File: config.mk
export PLATFORM = sky130hd
export DESIGN_NAME = hazard_ctrl_unit_flat
export DESIGN_NICKNAME = d
export VERILOG_FILES = /design/src/rtl/hazard_pkg.sv /design/src/rtl/hazard_ctrl_unit_if.sv /design/src/rtl/hazard_fwd_cmp.sv /design/src/rtl/hazard_ctrl_unit.sv /design/src/flat_wrapper.sv
export SDC_FILE = /design/constraint.sdc
export NUM_CORES = 1
export LEC_CHECK = 0
export BUFFER_PORTS_ARGS = -buffer_cell sky130_fd_sc_hd__clkbuf_2
export CAP_MARGIN = 20
export CORE_ASPECT_RATIO = 0.75
export CORE_MARGIN = 1
export CORE_UTILIZATION = 40
export DETAILED_ROUTE_END_ITERATION = 10
export SYNTH_ARGS = -nofsm -noshare
export SYNTH_HDL_FRONTEND = slang
export SYNTH_SLANG_ARGS = --single-unit
File: constraint.sdc
create_clock -name clk -period 2.7 [get_ports clk]
set_clock_uncertainty 0.2 [all_clocks]
set_input_delay 0 -clock clk [delete_from_list [all_inputs] [get_ports clk]]
set_output_delay 0 -clock clk [all_outputs]
set_load 0.01 [all_outputs]
File: src/rtl/hazard_pkg.sv
`default_nettype none
// ============================================================================
// hazard_pkg - shared types and helpers for the hazard/forwarding controller
// rev 1.0
// ============================================================================
package hazard_pkg;

    localparam int LOAD_LAT_W = 3;
    // Shadow records are sized for the largest supported configuration
    // (NREG <= 32, NSRC <= 3); narrower configurations are zero-extended.
    localparam int REG_W_MAX  = 5;
    localparam int NSRC_MAX   = 3;

    typedef enum logic [1:0] {
        FWD_REG = 2'b00,
        FWD_W   = 2'b01,
        FWD_M   = 2'b10
    } fwd_sel_t;

    typedef struct packed {
        logic                                v;
        logic [REG_W_MAX-1:0]                rd;
        logic                                wr;
        logic                                ld;
        logic [NSRC_MAX-1:0][REG_W_MAX-1:0]  rs;
        logic [NSRC_MAX-1:0]                 used;
    } stage_info_t;

    // r0 is hard-wired, so a write to it never produces a bypassable value.
    function automatic logic idx_hit(input logic                 live,
                                     input logic [REG_W_MAX-1:0] rd,
                                     input logic [REG_W_MAX-1:0] idx);
        return live && (rd != '0) && (rd == idx);
    endfunction

endpackage
`default_nettype wire

File: src/rtl/hazard_ctrl_unit_if.sv
`default_nettype none
// ============================================================================
// hazard_ctrl_unit_if - Decode/Execute hazard inputs and stall/flush/forward controls
// rev 1.0
// ============================================================================
interface hazard_ctrl_unit_if #(
    parameter int NREG = 32,
    parameter int NSRC = 3
);
    localparam int REG_W = $clog2(NREG);

    logic                    dec_valid;
    logic [NSRC*REG_W-1:0]   dec_rs;
    logic [NSRC-1:0]         dec_rs_used;
    logic [REG_W-1:0]        dec_rd;
    logic                    dec_regwrite;
    logic                    dec_is_load;
    logic                    ex_taken;

    logic                    stall_f;
    logic                    stall_d;
    logic                    stall_e;
    logic                    stall_m;
    logic                    flush_d;
    logic                    flush_e;
    logic [NSRC*2-1:0]       fwd_e;
    logic [NSRC-1:0]         fwd_d;

    modport master (
        output dec_valid, dec_rs, dec_rs_used, dec_rd, dec_regwrite, dec_is_load, ex_taken,
        input  stall_f, stall_d, stall_e, stall_m, flush_d, flush_e, fwd_e, fwd_d
    );

    modport slave (
        input  dec_valid, dec_rs, dec_rs_used, dec_rd, dec_regwrite, dec_is_load, ex_taken,
        output stall_f, stall_d, stall_e, stall_m, flush_d, flush_e, fwd_e, fwd_d
    );
endinterface
`default_nettype wire

File: src/rtl/hazard_fwd_cmp.sv
`default_nettype none
// ============================================================================
// hazard_fwd_cmp - per-operand bypass select and load-use match
// rev 1.0
// ============================================================================
module hazard_fwd_cmp
    import hazard_pkg::*;
(
    input  wire logic [REG_W_MAX-1:0] i_e_rs,
    input  wire logic                 i_e_used,
    input  wire logic [REG_W_MAX-1:0] i_dec_rs,
    input  wire logic                 i_dec_used,
    input  wire logic                 i_m_live,
    input  wire logic [REG_W_MAX-1:0] i_m_rd,
    input  wire logic                 i_w_live,
    input  wire logic [REG_W_MAX-1:0] i_w_rd,
    input  wire logic                 i_e_ld_live,
    input  wire logic [REG_W_MAX-1:0] i_e_rd,
    output fwd_sel_t                  o_fwd_e,
    output logic                      o_fwd_d,
    output logic                      o_lu_hit
);
    logic w_m_hit_e;
    logic w_w_hit_e;

    assign w_m_hit_e = i_e_used && idx_hit(i_m_live, i_m_rd, i_e_rs);
    assign w_w_hit_e = idx_hit(i_w_live, i_w_rd, i_e_rs);

    // The younger M result shadows an older W write to the same register.
    assign o_fwd_e  = w_m_hit_e ? FWD_M : (w_w_hit_e ? FWD_W : FWD_REG);
    assign o_fwd_d  = i_dec_used && idx_hit(i_w_live, i_w_rd, i_dec_rs);
    assign o_lu_hit = i_dec_used && idx_hit(i_e_ld_live, i_e_rd, i_dec_rs);
endmodule
`default_nettype wire

File: src/rtl/hazard_ctrl_unit.sv
`default_nettype none
// ============================================================================
// hazard_ctrl_unit - shadow E/M/W tracking, forwarding selects, stall/flush control
// Optional perf counters when HAZARD_PERF_CNT_EN is defined.   rev 1.0
// ============================================================================
module hazard_ctrl_unit
    import hazard_pkg::*;
#(
    parameter int NREG     = 32,
    parameter int NSRC     = 3,
    parameter int LOAD_LAT = 1
) (
    input  wire logic          clk,
    input  wire logic          rst,
    hazard_ctrl_unit_if.slave  hz
`ifdef HAZARD_PERF_CNT_EN
    ,
    output logic [31:0]        perf_stall_cnt,
    output logic [31:0]        perf_flush_cnt
`endif
);
    localparam int REG_W = $clog2(NREG);

    stage_info_t             r_e;
    stage_info_t             r_m;
    stage_info_t             r_w;
    stage_info_t             w_dec;
    logic [LOAD_LAT_W-1:0]   w_wait_cnt;
    logic                    w_frozen;
    logic                    w_branch;
    logic                    w_load_use;
    logic                    w_e_ld_live;
    logic                    w_m_live;
    logic                    w_w_live;
    logic [NSRC-1:0]         w_lu_hit;
    logic [NSRC*2-1:0]       w_fwd_e;
    logic [NSRC-1:0]         w_fwd_d;
    logic                    w_stall_fd;
    logic                    w_flush_d;
    logic                    w_flush_e;

    always_comb begin
        w_dec    = '0;
        w_dec.v  = hz.dec_valid;
        w_dec.rd = REG_W_MAX'(hz.dec_rd);
        w_dec.wr = hz.dec_regwrite;
        w_dec.ld = hz.dec_is_load;
        for (int k = 0; k < NSRC; k++) begin
            w_dec.rs[k]   = REG_W_MAX'(hz.dec_rs[k*REG_W +: REG_W]);
            w_dec.used[k] = hz.dec_rs_used[k];
        end
    end

    assign w_m_live    = r_m.v && r_m.wr;
    assign w_w_live    = r_w.v && r_w.wr;
    assign w_e_ld_live = r_e.v && r_e.wr && r_e.ld;

    for (genvar k = 0; k < NSRC; k++) begin : g_src
        fwd_sel_t w_sel;
        hazard_fwd_cmp u_cmp (
            .i_e_rs      (r_e.rs[k]),
            .i_e_used    (r_e.used[k]),
            .i_dec_rs    (w_dec.rs[k]),
            .i_dec_used  (w_dec.used[k]),
            .i_m_live    (w_m_live),
            .i_m_rd      (r_m.rd),
            .i_w_live    (w_w_live),
            .i_w_rd      (r_w.rd),
            .i_e_ld_live (w_e_ld_live),
            .i_e_rd      (r_e.rd),
            .o_fwd_e     (w_sel),
            .o_fwd_d     (w_fwd_d[k]),
            .o_lu_hit    (w_lu_hit[k])
        );
        assign w_fwd_e[2*k +: 2] = w_sel;
    end

    assign w_frozen   = (w_wait_cnt != '0);
    assign w_branch   = hz.ex_taken && r_e.v;
    assign w_load_use = hz.dec_valid && (|w_lu_hit);

    // Freeze outranks a taken branch, which in turn makes a load-use stall moot.
    always_comb begin
        w_stall_fd = 1'b0;
        w_flush_d  = 1'b0;
        w_flush_e  = 1'b0;
        if (w_frozen) begin
            w_stall_fd = 1'b1;
        end else if (w_branch) begin
            w_flush_d  = 1'b1;
            w_flush_e  = 1'b1;
        end else if (w_load_use) begin
            w_stall_fd = 1'b1;
            w_flush_e  = 1'b1;
        end
    end

    assign hz.stall_f = w_stall_fd;
    assign hz.stall_d = w_stall_fd;
    assign hz.stall_e = w_frozen;
    assign hz.stall_m = w_frozen;
    assign hz.flush_d = w_flush_d;
    assign hz.flush_e = w_flush_e;
    assign hz.fwd_e   = w_fwd_e;
    assign hz.fwd_d   = w_fwd_d;

    always_ff @(posedge clk) begin
        if (!rst) begin
            r_e <= '0;
            r_m <= '0;
            r_w <= '0;
        end else if (w_frozen) begin
            r_w <= '0;
        end else begin
            r_w <= r_m;
            r_m <= r_e;
            r_e <= (w_branch || w_load_use) ? '0 : w_dec;
        end
    end

    if (LOAD_LAT > 0) begin : g_wait
        logic [LOAD_LAT_W-1:0] r_cnt;
        always_ff @(posedge clk) begin
            if (!rst) begin
                r_cnt <= '0;
            end else if (w_frozen) begin
                r_cnt <= r_cnt - LOAD_LAT_W'(1);
            end else if (r_e.v && r_e.ld) begin
                r_cnt <= LOAD_LAT_W'(LOAD_LAT);
            end
        end
        assign w_wait_cnt = r_cnt;
    end else begin : g_no_wait
        assign w_wait_cnt = '0;
    end

`ifdef HAZARD_PERF_CNT_EN
    logic [31:0] r_perf_stall;
    logic [31:0] r_perf_flush;
    always_ff @(posedge clk) begin
        if (!rst) begin
            r_perf_stall <= '0;
            r_perf_flush <= '0;
        end else begin
            if (w_stall_fd && (r_perf_stall != '1)) r_perf_stall <= r_perf_stall + 32'd1;
            if (w_flush_d && (r_perf_flush != '1)) r_perf_flush <= r_perf_flush + 32'd1;
        end
    end
    assign perf_stall_cnt = r_perf_stall;
    assign perf_flush_cnt = r_perf_flush;
`endif
endmodule
`default_nettype wire

File: src/flat_wrapper.sv
// flat-port wrapper written by rule: the top's interface ports become plain ports
module hazard_ctrl_unit_flat import hazard_pkg::*;
#(
    parameter int NREG     = 32,
    parameter int NSRC     = 3,
    parameter int LOAD_LAT = 1
)
  (clk, rst, hz_dec_valid, hz_dec_rs, hz_dec_rs_used, hz_dec_rd, hz_dec_regwrite, hz_dec_is_load, hz_ex_taken, hz_stall_f, hz_stall_d, hz_stall_e, hz_stall_m, hz_flush_d, hz_flush_e, hz_fwd_e, hz_fwd_d);
  hazard_ctrl_unit_if #(.NREG(NREG), .NSRC(NSRC)) hz_i ();
  input  wire logic clk;
  input  wire logic rst;
  input wire logic [$bits(hz_i.dec_valid)-1:0] hz_dec_valid;
  input wire logic [$bits(hz_i.dec_rs)-1:0] hz_dec_rs;
  input wire logic [$bits(hz_i.dec_rs_used)-1:0] hz_dec_rs_used;
  input wire logic [$bits(hz_i.dec_rd)-1:0] hz_dec_rd;
  input wire logic [$bits(hz_i.dec_regwrite)-1:0] hz_dec_regwrite;
  input wire logic [$bits(hz_i.dec_is_load)-1:0] hz_dec_is_load;
  input wire logic [$bits(hz_i.ex_taken)-1:0] hz_ex_taken;
  output wire logic [$bits(hz_i.stall_f)-1:0] hz_stall_f;
  output wire logic [$bits(hz_i.stall_d)-1:0] hz_stall_d;
  output wire logic [$bits(hz_i.stall_e)-1:0] hz_stall_e;
  output wire logic [$bits(hz_i.stall_m)-1:0] hz_stall_m;
  output wire logic [$bits(hz_i.flush_d)-1:0] hz_flush_d;
  output wire logic [$bits(hz_i.flush_e)-1:0] hz_flush_e;
  output wire logic [$bits(hz_i.fwd_e)-1:0] hz_fwd_e;
  output wire logic [$bits(hz_i.fwd_d)-1:0] hz_fwd_d;
  assign hz_i.dec_valid = hz_dec_valid;
  assign hz_i.dec_rs = hz_dec_rs;
  assign hz_i.dec_rs_used = hz_dec_rs_used;
  assign hz_i.dec_rd = hz_dec_rd;
  assign hz_i.dec_regwrite = hz_dec_regwrite;
  assign hz_i.dec_is_load = hz_dec_is_load;
  assign hz_i.ex_taken = hz_ex_taken;
  assign hz_stall_f = hz_i.stall_f;
  assign hz_stall_d = hz_i.stall_d;
  assign hz_stall_e = hz_i.stall_e;
  assign hz_stall_m = hz_i.stall_m;
  assign hz_flush_d = hz_i.flush_d;
  assign hz_flush_e = hz_i.flush_e;
  assign hz_fwd_e = hz_i.fwd_e;
  assign hz_fwd_d = hz_i.fwd_d;
  hazard_ctrl_unit #(.NREG(NREG), .NSRC(NSRC), .LOAD_LAT(LOAD_LAT)) u_core (.clk(clk), .rst(rst), .hz(hz_i));
endmodule
# Yosys cells after proc, flatten, opt, wreduce, memory -nomap -nowiden
# Index checks and enable logic that the tools add are counted.
[totals] memories=0 in_bits=29 ram_bits=0 latchBits=0 output_inout_bits=15 rom_bits=0 reg_bits=43 word_cells=84
[classes] mul=0 eq_ne=12 muxes=16 n_reduce_logical=39 magnitude_cmp=0 add_sub_neg=1 n_bitwise=1 shift=0 div=0
[ops] op="$eq A5 B5 Y1" count=12
[ops] op="$logic_and A1 B1 Y1" count=31
[ops] op="$mux W26" count=1
[ops] op="$reduce_bool A5 Y1" count=3
[ops] op="$mux W1" count=10
[ops] op="$mux W2" count=3
[ops] op="$mux W3" count=2
[ops] op="$reduce_bool A3 Y1" count=1
[ops] op="$reduce_or A3 Y1" count=1
[ops] op="$sub A3 B1 Y3 const B" count=1
[ops] op="$reduce_bool A2 Y1" count=1
[ops] op="$reduce_or A2 Y1" count=1
[ops] op="$logic_or A1 B1 Y1" count=1
[ops] op="$not A1 Y1" count=1

# Depth between registers and ports, before layout
[logic_depth] depth_word=10 mapped_depth=8 ltp_nobuf=6

# Hierarchy
# From an unflattened synthesis, not the netlist that was laid out.
[hier_totals] hier_cells=312 hier_area_um2=2728.9
[modules_own_cells] module="hazard_ctrl_unit" area_per_inst_um2=1873.0 seq_area_each_um2=860.8 instances=1 cells_each=198
[modules_own_cells] module="hazard_fwd_cmp" area_per_inst_um2=285.3 seq_area_each_um2=0.0 instances=3 cells_each=38

# Worst setup path before layout
# OpenSTA, ideal clock, no wires.
[synth_timing] path_kind="flip-flop to flip-flop" startpoint="register u_core.g_wait.r_cnt[0]" endpoint="register u_core.r_e[0] in the netlist's numbering" n_path_buf=2 arrival_ns=1.795 required_ns=2.381 stages_incl_launch_ff=8 slack_ns=0.586 path_cell_list="dfxtp_1 -> or2_2 -> inv_1 -> ha_1 -> clkbuf_1 -> buf_2 -> mux2i_1 -> nor2_4"
[synth_between] elab_chain_cells=1
[synth_rtl] element="from (decl)" line_no="hazard_ctrl_unit.sv:122" source="logic [LOAD_LAT_W-1:0] r_cnt;"
[synth_rtl] element="from (signal assigned)" line_no="hazard_ctrl_unit.sv:127" source="r_cnt <= r_cnt - LOAD_LAT_W'(1);"
[synth_rtl] element="from (signal assigned)" line_no="hazard_ctrl_unit.sv:129" source="r_cnt <= LOAD_LAT_W'(LOAD_LAT);"
[synth_rtl] element="$reduce_bool A3 Y1" line_no="hazard_ctrl_unit.sv:78" source="assign w_frozen = (w_wait_cnt != '0);"
[synth_rtl] element="to (signal assigned)" line_no="hazard_ctrl_unit.sv:117" source="r_e <= (w_branch || w_load_use) ? '0 : w_dec;"
[synth_rtl] element="to (decl)" line_no="hazard_ctrl_unit.sv:24" source="stage_info_t r_e;"
# Every way passes these cells.
# A chain may end at the register's enable or synchronous reset.

# Worst setup path after layout
[layout_timing] startpoint="register u_core.r_m[22] in the netlist's numbering" endpoint="output hz_fwd_e[4]"
[layout_between] elab_chain_cells=5 elab_cells_between_ends=6 cone_classes="1 x eq/ne; 1 x mux; 4 x reduce/logical"
[layout_rtl] element="from (decl)" line_no="hazard_ctrl_unit.sv:25" source="stage_info_t r_m;"
[layout_rtl] element="from (signal assigned)" line_no="hazard_ctrl_unit.sv:116" source="r_m <= r_e;"
[layout_rtl] element="$reduce_bool A5 Y1" line_no="hazard_pkg.sv:33" source="return live && (rd != '0) && (rd == idx);"
[layout_rtl] element="$logic_and A1 B1 Y1" line_no="hazard_pkg.sv:33"
[layout_rtl] element="$logic_and A1 B1 Y1 (*)" line_no="hazard_pkg.sv:33"
[layout_rtl] element="$logic_and A1 B1 Y1 (*)" line_no="hazard_fwd_cmp.sv:26" source="assign w_m_hit_e = i_e_used && idx_hit(i_m_live, i_m_rd, i_e_rs);"
[layout_rtl] element="$mux W2 (*)" line_no="hazard_fwd_cmp.sv:30" source="assign o_fwd_e = w_m_hit_e ? FWD_M : (w_w_hit_e ? FWD_W : FWD_REG);"
[layout_rtl] element="to (decl)" line_no="flat_wrapper.sv:25" source="output wire logic [$bits(hz_i.fwd_e)-1:0] hz_fwd_e;"
# Every way passes the cells marked *; elsewhere a longest branch is shown, timed or not.

==> metrics.txt <==
# TYPE chip_impl_metric gauge
chip_impl_metric{name="critical_path_peak_fanout",unit=""} 6
chip_impl_metric{name="globalRouteOverflowTotal",unit=""} 0
chip_impl_info{name="endpoint_kind",value="primary output"} 1
chip_impl_metric{name="clock_tree.buffer_depth",unit=""} 2
chip_impl_metric{name="drt_iter0_markers",unit=""} 73
chip_impl_metric{name="wire_length_per_cell",unit="um"} 15.7
chip_impl_metric{name="h-tree-depth",unit=""} 2
chip_impl_info{name="clock-root-buffer",value="sky130_fd_sc_hd__clkbuf_8"} 1
chip_impl_metric{name="postLayoutSetupSlackWorst",unit="ns"} 0.345
chip_impl_metric{name="max-slew-margin-rel",unit="%"} 66.2
chip_impl_metric{name="synth.net_count",unit=""} 306
chip_impl_info{name="status",value="finished, final reports clean"} 1
chip_impl_info{name="worst_setup_path_endpoint",value="hz_fwd_e[4]"} 1
chip_impl_metric{name="synth_top_area_share",unit="%"} 32.1
chip_impl_metric{name="power-per-cell-area",unit="nW/um2"} 762
chip_impl_info{name="setup.worst_path.start_class",value="flip-flop"} 1
chip_impl_metric{name="drive_gt1_share",unit="%"} 27.1
chip_impl_metric{name="die_area",unit="um2"} 7030
chip_impl_info{name="ys_top_cells_by_area",value="sky130_fd_sc_hd__dfxtp_1, sky130_fd_sc_hd__xnor2_1, sky130_fd_sc_hd__mux2i_1"} 1
chip_impl_metric{name="cellLeakagePower",unit="nW"} 1.50
chip_impl_metric{name="dieHeight",unit="um"} 72.9
chip_impl_metric{name="dr_total_vias",unit=""} 1976
chip_impl_metric{name="yosys_warnings",unit=""} 0
chip_impl_metric{name="cp_slowest_stage_delay",unit="ns"} 0.56
chip_impl_metric{name="finalNetCount",unit=""} 360
chip_impl_metric{name="port_buffers",unit=""} 43
chip_impl_info{name="crit_path_cell_trace",value="or4_4 > o211ai_2 > nor3_1 > nor4_2 > clkbuf_2"} 1
chip_impl_metric{name="layout.cells.non_filler",unit=""} 410
chip_impl_info{name="hold_path_class",value="input port to primary output"} 1
chip_impl_info{name="yosys_most_used_dff",value="sky130_fd_sc_hd__dfxtp_1"} 1
chip_impl_metric{name="yosysSeqAreaShare",unit="%"} 32.1
chip_impl_info{name="reg2reg_to",value="u_core.r_e[5]"} 1
chip_impl_info{name="critPathLaunch",value="u_core.r_m[22]"} 1
chip_impl_metric{name="groute.usage.overall",unit="%"} 20.0
chip_impl_metric{name="insertedDiodeCount",unit=""} 0
chip_impl_metric{name="die-width",unit="um"} 96.5
chip_impl_metric{name="post_synth_edffs",unit=""} 0
chip_impl_metric{name="grt_pass1_vias",unit=""} 1932
chip_impl_metric{name="antenna_violations_before_repair",unit=""} 0
chip_impl_metric{name="synthToLayoutAreaGrowth",unit="%"} 19.9
chip_impl_metric{name="worstPathRequired",unit="ns"} 2.50
chip_impl_info{name="synth_largest_area_cell",value="sky130_fd_sc_hd__dfxtp_1"} 1
chip_impl_metric{name="final-setup-viol-count",unit=""} 0
chip_impl_metric{name="detailed_place.area",unit="um2"} 2860
chip_impl_metric{name="cts_sinks",unit=""} 43
chip_impl_metric{name="fin_crit_sh",unit="%"} 87.2
chip_impl_metric{name="path_clk_slew",unit="ns"} 0.07
chip_impl_metric{name="synth-async-reset-ratio",unit="%"} 0
chip_impl_metric{name="fillCellCount",unit=""} 625
chip_impl_metric{name="dp_slack",unit="ns"} 0.637
chip_impl_metric{name="post-dp-hpwl",unit="mm"} 4.83
chip_impl_metric{name="post-route-cell-area",unit="um2"} 3210
chip_impl_metric{name="starting_utilization_of_the_core_area",unit="%"} 42.0
chip_impl_info{name="worst_path_max_delay_cell",value="sky130_fd_sc_hd__or4_4"} 1
chip_impl_info{name="reg2reg_from",value="u_core.r_e[21]"} 1
chip_impl_metric{name="gp_congestion",unit=""} 0.781
chip_impl_metric{name="core_area",unit="um2"} 6380
chip_impl_info{name="timing.hold.worst.start",value="hz_ex_taken"} 1
chip_impl_info{name="synth_commonest_cells",value="sky130_fd_sc_hd__dfxtp_1, sky130_fd_sc_hd__xnor2_1, sky130_fd_sc_hd__mux2i_1, sky130_fd_sc_hd__nor2_4, sky130_fd_sc_hd__nor2_1"} 1
chip_impl_metric{name="worst_skew_pair.late_latency",unit="ns"} 0.30
chip_impl_metric{name="cap_viol_max_count",unit=""} 0
chip_impl_metric{name="totalNegativeSetupSlack",unit="ns"} 0
chip_impl_metric{name="top_level_ports",unit=""} 44
chip_impl_metric{name="routed_wire_length",unit="mm"} 6.44
chip_impl_info{name="cp_top_family",value="simple AND/OR/NAND/NOR gates"} 1
chip_impl_metric{name="timing.final.max_slew_violations",unit=""} 0
chip_impl_metric{name="synth.ff_latch_count",unit=""} 43
chip_impl_metric{name="cell_count_after_placement",unit=""} 376
chip_impl_metric{name="highest_clock_rate",unit="GHz"} 0.425
chip_impl_metric{name="cell_area_after_synthesis",unit="um2"} 2680
chip_impl_metric{name="worstSetupPathDepth",unit=""} 5
chip_impl_metric{name="finalHoldViolations",unit=""} 0
chip_impl_metric{name="post_cts_resized",unit=""} 0
chip_impl_metric{name="drt_pre_antenna_iters",unit=""} 4
chip_impl_metric{name="syn-instance-count",unit=""} 275
chip_impl_metric{name="drt-vias-per-instance",unit=""} 4.82
chip_impl_metric{name="worst-slew-pin-transition",unit="ns"} 0.508
chip_impl_metric{name="arrival",unit="ns"} 2.16
chip_impl_metric{name="ir_drop",unit="mV"} 0.444
chip_impl_metric{name="yosysUniqueCellTypes",unit=""} 31
chip_impl_metric{name="cts_inserted_buffers",unit=""} 5
chip_impl_metric{name="remaining_drc_errors",unit=""} 0
chip_impl_metric{name="ff2ff_setup_slack",unit="ns"} 0.64
chip_impl_metric{name="grt_pass1_wl",unit="mm"} 10.3
chip_impl_metric{name="total_power",unit="mW"} 2.45
chip_impl_metric{name="avgSynthCellArea",unit="um2"} 9.75
chip_impl_metric{name="floorplan_row_count",unit=""} 25
chip_impl_metric{name="post-route-min-period",unit="ns"} 2.36
chip_impl_info{name="crit_type",value="flip-flop to primary output"} 1
chip_impl_metric{name="maximum_number_of_pins_on_one_net_before_global_route_repair",unit=""} 34
chip_impl_info{name="tritoncts",value="done"} 1
chip_impl_info{name="rsz0062_at_grt",value="no"} 1
chip_impl_metric{name="worstRegToRegCells",unit=""} 6
chip_impl_metric{name="drt.antenna.violating_nets",unit=""} 0
chip_impl_metric{name="path_buf_inv",unit=""} 1
metrics by stage:
| step | util (%) | hold WS [ns] |
|---|---|---|
| after floorplan | - | -0.0526 |
| after global placement | 44.7 | 0.0744 |
| after detailed placement | 44.7 | 0.0805 |
| after CTS | 50.4 | 0.186 |
| after global routing | 50.4 | 0.218 |
| final | 50.4 | 0.177 |
metal layers:
metal  vias to the layer above  part of all wire, %  global-route usage [%]
li1                       1014                    -                       -
met5                         -                    0                       0
met2                        39                   43                    30.8
met3                         7                  3.7                    3.65
met1                       916                   52                    28.5
met4                         0                 0.99                    5.39
worst reg2reg max path, delay by kind of cell, from the launching register on:
family	cells	cell delay (ns)
compound gates	1	0.36
simple gates	3	0.55
xor+xnor	1	0.11
buf+inv	1	0.23
flops	1	0.51
flip-flops by register name, summed over array words and instances (netlist names):
signal               cells
u_core.r_e              26
u_core.r_m               7
u_core.r_w               7
u_core.g_wait.r_cnt      3
cell families (layout without fill, tap and decap cells):
logic type	after synthesis	in the layout	share of synthesized area, %
buffers and inverters	36	90	9.43
AOI/OAI and AO/OA	12	12	3.13
DFF	43	43	32.1
muxes	34	34	12.7
adders and majority gates	2	2	0.934
xor gates and xnor gates	60	60	19.9
and+or+nand+nor	88	88	21.8
layout by cell type, fill, tap and decap left out, types with 6 or more instances in the layout:
master / Yosys / layout
sky130_fd_sc_hd__and3_1: 9 / 9
sky130_fd_sc_hd__nor2_1: 17 / 17
sky130_fd_sc_hd__nand2_1: 13 / 13
sky130_fd_sc_hd__xnor2_1: 43 / 43
sky130_fd_sc_hd__dlygate4sd3_1: 0 / 27
sky130_fd_sc_hd__nor2_4: 20 / 20
sky130_fd_sc_hd__nand4_1: 9 / 9
sky130_fd_sc_hd__buf_4: 10 / 7
sky130_fd_sc_hd__clkbuf_8: 0 / 6
sky130_fd_sc_hd__mux2i_1: 34 / 34
sky130_fd_sc_hd__a21oi_1: 6 / 6
sky130_fd_sc_hd__nor3_1: 9 / 9
sky130_fd_sc_hd__xor2_1: 16 / 16
sky130_fd_sc_hd__dfxtp_1: 43 / 43
sky130_fd_sc_hd__clkbuf_2: 0 / 43
area by class of cell:
type,instances,area [um2],share of cell area [%]
Clock buffer,6,82.6,2.57
Clock inverter,1,5.00,0.156
Inverter,4,15.0,0.467
Multi-Input combinational cell,196,1570,48.9
Sequential cell,43,861,26.8
Tap cell,81,101,3.15
Timing Repair Buffer,79,578,18.0
where the power goes:
part | internal (mW) | switching (mW)
clock | 0.201 | 0.215
combinational | 0.534 | 0.511
sequential | 0.784 | 0.205
total | 1.52 | 0.931
timing repair:
action                    CTS  global route
hold endpoints to repair   33             0
hold buffers               27             0
setup buffers               0             0
worst min path at each step:
| stage | to | slack (ns) | depth (start not counted) |
|---|---|---|---|
| final | hz_flush_e | 0.18 | 4 |
| after global routing | hz_flush_e | 0.22 | 4 |
| after CTS | hz_flush_e | 0.19 | 4 |
| after detailed placement | u_core.r_e[21] | 0.08 | 3 |
| after global placement | u_core.r_e[19] | 0.07 | 3 |
| after floorplan | u_core.r_e[3] | -0.05 | 2 |
(Power assumes the default switching activity.)
